$ cat src/rtl/ram_arbiter.sv
// Two-client arbiter for a simple dual-port RAM: independent round-robin on write and read ports.
// Latency: grant is combinational; RAM command is registered one cycle later; rvalid arrives two cycles after the accepted request.
// Backpressure: a losing client sees gnt=0 and must hold its request; the pointer alternates priority so neither client starves.
//
// Ports:
//   clk, rst            - clock, asynchronous active-high reset
//   cN_req/we/addr/wdata - client N request (N = 0, 1); cN_gnt accepts it this cycle
//   cN_rvalid/rdata      - client N read response, one-cycle pulse; rdata is 0 when rvalid is 0
//   wr_enb/addr/data     - RAM write command
//   rd_enb/addr, rd_data - RAM read command; rd_data is valid the cycle after rd_enb is sampled
//
// Optional feature: define RAM_ARB_RAW_BYPASS_EN to forward same-cycle, same-address
// write data to the read client instead of the stale RAM contents.
module ram_arbiter #(
    parameter int ADDR_W = 4,
    parameter int DATA_W = 8
) (
    input  logic              clk,
    input  logic              rst,

    input  logic              c0_req,
    input  logic              c0_we,
    input  logic [ADDR_W-1:0] c0_addr,
    input  logic [DATA_W-1:0] c0_wdata,
    output logic              c0_gnt,
    output logic              c0_rvalid,
    output logic [DATA_W-1:0] c0_rdata,

    input  logic              c1_req,
    input  logic              c1_we,
    input  logic [ADDR_W-1:0] c1_addr,
    input  logic [DATA_W-1:0] c1_wdata,
    output logic              c1_gnt,
    output logic              c1_rvalid,
    output logic [DATA_W-1:0] c1_rdata,

    output logic              wr_enb,
    output logic [ADDR_W-1:0] wr_addr,
    output logic [DATA_W-1:0] wr_data,
    output logic              rd_enb,
    output logic [ADDR_W-1:0] rd_addr,
    input  logic [DATA_W-1:0] rd_data
);

    logic              wr_ptr;      // 0: c0 has write priority, 1: c1
    logic              rd_ptr;      // 0: c0 has read priority, 1: c1
    logic              wr_req0, wr_req1, rd_req0, rd_req1;
    logic              wr_gnt0, wr_gnt1, rd_gnt0, rd_gnt1;
    logic              wr_acc, rd_acc;
    logic [ADDR_W-1:0] wr_sel_addr, rd_sel_addr;
    logic [DATA_W-1:0] wr_sel_data;
    logic              rd_owner;    // client of the read currently on the RAM port
    logic              rsp_vld;     // RAM read data is on rd_data this cycle
    logic              rsp_owner;
    logic [DATA_W-1:0] rsp_data;

    // Requests are masked during reset so no grant can leak out.
    always_comb begin
        wr_req0 = c0_req &  c0_we & ~rst;
        wr_req1 = c1_req &  c1_we & ~rst;
        rd_req0 = c0_req & ~c0_we & ~rst;
        rd_req1 = c1_req & ~c1_we & ~rst;

        wr_gnt0 = wr_req0 & (~wr_req1 | ~wr_ptr);
        wr_gnt1 = wr_req1 & (~wr_req0 |  wr_ptr);
        rd_gnt0 = rd_req0 & (~rd_req1 | ~rd_ptr);
        rd_gnt1 = rd_req1 & (~rd_req0 |  rd_ptr);

        wr_acc  = wr_gnt0 | wr_gnt1;
        rd_acc  = rd_gnt0 | rd_gnt1;

        wr_sel_addr = wr_gnt1 ? c1_addr  : c0_addr;
        wr_sel_data = wr_gnt1 ? c1_wdata : c0_wdata;
        rd_sel_addr = rd_gnt1 ? c1_addr  : c0_addr;
    end

    assign c0_gnt = wr_gnt0 | rd_gnt0;
    assign c1_gnt = wr_gnt1 | rd_gnt1;

    // After any grant the pointer names the other client; with no grant it holds.
    always_ff @(posedge clk or posedge rst) begin
        if (rst) begin
            wr_ptr    <= 1'b0;
            rd_ptr    <= 1'b0;
            wr_enb    <= 1'b0;
            wr_addr   <= '0;
            wr_data   <= '0;
            rd_enb    <= 1'b0;
            rd_addr   <= '0;
            rd_owner  <= 1'b0;
            rsp_vld   <= 1'b0;
            rsp_owner <= 1'b0;
        end else begin
            if (wr_acc) begin
                wr_ptr  <= wr_gnt0;
                wr_addr <= wr_sel_addr;
                wr_data <= wr_sel_data;
            end
            if (rd_acc) begin
                rd_ptr   <= rd_gnt0;
                rd_addr  <= rd_sel_addr;
                rd_owner <= rd_gnt1;
            end
            wr_enb    <= wr_acc;
            rd_enb    <= rd_acc;
            rsp_vld   <= rd_enb;
            rsp_owner <= rd_owner;
        end
    end

`ifdef RAM_ARB_RAW_BYPASS_EN
    // A read colliding with a same-cycle write to the same address takes the
    // write data. The write data is still in wr_data one stage later.
    logic              byp_s1, byp_s2;
    logic [DATA_W-1:0] byp_dat;

    always_ff @(posedge clk or posedge rst) begin
        if (rst) begin
            byp_s1  <= 1'b0;
            byp_s2  <= 1'b0;
            byp_dat <= '0;
        end else begin
            byp_s1  <= wr_acc & rd_acc & (wr_sel_addr == rd_sel_addr);
            byp_s2  <= byp_s1;
            byp_dat <= wr_data;
        end
    end

    assign rsp_data = byp_s2 ? byp_dat : rd_data;
`else
    assign rsp_data = rd_data;
`endif

    assign c0_rvalid = rsp_vld & ~rsp_owner;
    assign c1_rvalid = rsp_vld &  rsp_owner;
    assign c0_rdata  = c0_rvalid ? rsp_data : '0;
    assign c1_rdata  = c1_rvalid ? rsp_data : '0;

endmodule

$ cat config.mk
export PLATFORM = sky130hd
export DESIGN_NAME = ram_arbiter
export DESIGN_NICKNAME = d
export VERILOG_FILES = /design/src/rtl/ram_arbiter.sv
export SDC_FILE = /design/constraint.sdc
export NUM_CORES = 1
export LEC_CHECK = 0
export CORE_UTILIZATION = 36
export CTS_CLUSTER_DIAMETER = 100
export DETAILED_ROUTE_END_ITERATION = 10
export PLACE_DENSITY_LB_ADDON = 0.25
export SLEW_MARGIN = 20
export SYNTH_ARGS = -nofsm -noshare
export SYNTH_HDL_FRONTEND = slang
export SYNTH_SLANG_ARGS = --single-unit
$ cat constraint.sdc
create_clock -name clk -period 3.4 [get_ports clk]
set_input_delay 0.85 -clock clk [delete_from_list [all_inputs] [get_ports clk]]
set_output_delay 0.85 -clock clk [all_outputs]
set_load 0.03 [all_outputs]
==> flow_summary.yaml <==
clock_network:
  numCtsBuffers: 3
  clockBufferDepth: 2
  clock_sinks: 23
  cts_setup_buffers: 0
  htree_levels: 1
  clk-insertion-delay-late_ps: 310
  cts_tree: "yes"
  clockRootBuffer: "clkbuf_4"
  path_clk_slew_ps: 120
worst_setup_path:
  cp.required_ps: 2550
  reg2reg_slack_ps: 1980
  cp_common_cell: "clkdlybuf4s50_1"
  r2r_end: "wr_data[1]"
  crit_family: "buffers and inverters"
  path_depth: 3
  slowest_delay_ps: 670
  worst-path-buf-inv: 2
  critical_path.endpoint_type: "output port"
  cp-startpoint: "rd_data[3]"
  start_kind: "input port"
  r2r-start: "wr_ptr"
  arrival_ps: 2180
  criticalPathCategory: "input port to output port"
  reg2reg_depth: 3
  worstPathCellList: "clkdlybuf4s50_1, and3_1, clkdlybuf4s50_1"
  cp-endpoint: "c1_rdata[3]"
  crit_path_max_fanout: 2
  slowest_stage: "clkdlybuf4s50_1"
yosys:
  synth_warnings: 0
  synthArstFlopShare: 1.00
  synth-edff-count: 0
  syn_avg_cell_area_um2: 10.4
  synth_nets: 155
  synth_ff_type: "dfrtp_1"
  syn_inst: 117
  ys_seq_elements: 23
  synth_cell_types: 27
  seq_area_frac_synth: 0.474
  syn_area_um2: 1210
sta:
  rsz0062_at_grt: "false"
  fmax_mhz: 330
  skew_ps: 8.28
  period_share: 0.892
  setup_violations: 0
  tns_ps: 0
  hold_viol: 0
  max_slew_margin: 0.689
  finalCriticalPeriod_ps: 3030
  slew_violations: 0
  worstMarginPinSlew_ps: 466
  holdWs_ps: 393
drt:
  drt_pass1_iterations: 4
  drt_iter0_markers: 58
  postRouteAntennaNets: 0
  vias: 1233
  wl_per_cell_um: 14.5
  wl_mm: 3.48
  drc: 0
  avgViaCountPerCell: 5.14
final_layout:
  n_antenna_cell: 0
  num-nets-final: 235
  fill_cells: 260
  layout-drive-gt1-share: 0.0612
  utilization: 0.657
  syn_to_final_growth_pct: 69.3
  final_cell_count_no_fill: 240
pwr:
  p_leak_nw: 0.873
  powerDensity_nw_per_um2: 396
  power_w: 0.000814
  ir_worst_vdd_mv: 0.212
placed_design:
  dpl.hpwl_mm: 2.78
  routabilityCongestion: 0.795
  dp_cells: 236
  io_buffer_count: 75
global_routing:
  antenna_found_initial: 0
  grt_max_degree: 32
  grt_pass1_vias: 1143
  grt_usage: 0.196
  grt_pass1_wl_mm: 5.18
  overflow: 0
floorplanning:
  start_util: 0.388
  core_area_um2: 3130
  placementRows: 20
  dieArea_um2: 3610
  num_io_pins: 76
  die_h_um: 60.1
  die_w_um: 60.1
min_path:
  min_path_type: "flip-flop to flip-flop"
  whs_path_depth: 0
status:
  outcome: "completed"
run:
  maxCapViolCount: 0
## cells in the final DEF, fill, tap and decap left out, types with 5 or more instances in the layout
cell / Yosys / final
a221o_1: 12 / 12
and2_1: 9 / 9
and3_1: 11 / 11
buf_4: 0 / 6
clkdlybuf4s50_1: 0 / 73
dfrtp_1: 23 / 23
inv_1: 6 / 6
nand2_1: 5 / 5
nor2b_1: 6 / 6
nor3b_1: 9 / 9
## Yosys cell counts, types with 2 or more instances
| cell | n | area share |
|---|---|---|
| inv_1 | 6 | 0.019 |
| o21ai_0 | 3 | 0.012 |
| o221ai_1 | 4 | 0.029 |
| nand2_1 | 5 | 0.015 |
| nand3b_1 | 2 | 0.012 |
| nor2_1 | 2 | 0.0062 |
| a221o_1 | 12 | 0.099 |
| nor4b_1 | 4 | 0.029 |
| buf_2 | 3 | 0.012 |
| nand2b_1 | 2 | 0.010 |
| dfrtp_1 | 23 | 0.47 |
| and3_1 | 11 | 0.057 |
| and2_1 | 9 | 0.046 |
| o21bai_1 | 2 | 0.012 |
| nor2b_1 | 6 | 0.031 |
| nor3b_1 | 9 | 0.056 |
| nand4_1 | 4 | 0.021 |
## power breakdown
| group | internal [W] | switching [W] | total (W) |
|---|---|---|---|
| logic | 0.000164 | 0.000173 | 0.000337 |
| registers | 0.000318 | 0.0000308 | 0.000349 |
| clock network | 0.0000439 | 0.0000836 | 0.000127 |
| total | 0.000526 | 0.000287 | 0.000814 |
## state kept, by name, summed over array words and instances, names as in the netlist
signal / cells
wr_data: 8
wr_enb: 1
rsp_owner: 1
rd_ptr: 1
rd_addr: 4
rsp_vld: 1
rd_owner: 1
rd_enb: 1
wr_addr: 4
wr_ptr: 1
## layer usage
layer / up-vias / share of wire / global-route usage
li1: 600 / - / -
met2: 51 / 0.54 / 0.367
met4: 0 / 0.0078 / 0.0565
met1: 578 / 0.40 / 0.224
met3: 4 / 0.058 / 0.0368
met5: - / 0 / 0
## cell families after synthesis
family | after synthesis | synth area share
AO/OA/AOI/OAI | 25 | 0.175
buffers and inverters | 12 | 0.0464
flip-flops | 23 | 0.474
AND/OR/NAND/NOR | 57 | 0.304
## stage by stage
step,cell area (um^2),setup WS (ps)
detailed placement,2020,84.4
global route,2050,298
CTS,2050,66.1
finish,2050,369
floorplan,1210,199
global placement,2020,107
## worst min path at each step
stage / start / end / slack, ps
2_1_floorplan: rd_owner / rsp_owner / 350
3_3_place_gp: rd_owner / rsp_owner / 360
3_5_place_dp: rd_owner / rsp_owner / 370
4_1_cts: rd_owner / rsp_owner / 390
5_1_grt: rd_enb / rsp_vld / 400
6_report: rd_owner / rsp_owner / 390
## cell type report
class / count / area [um^2] / area share
inverters: 7 / 26.3 / 0.0128
repair buffers: 80 / 788 / 0.384
flip-flops and latches: 23 / 576 / 0.280
well taps: 44 / 55.1 / 0.0268
clock buffers: 3 / 22.5 / 0.0110
clock inverters: 1 / 5.00 / 0.00244
multi-input cells: 82 / 582 / 0.283
## repair_timing
item                                    4_1_cts  5_1_grt
hold endpoints to repair                      0        0
hold buffers                                  0        0
gates resized for setup                       0        1
endpoints found under the setup margin        0        1
Power figures use the tool's default switching activity.
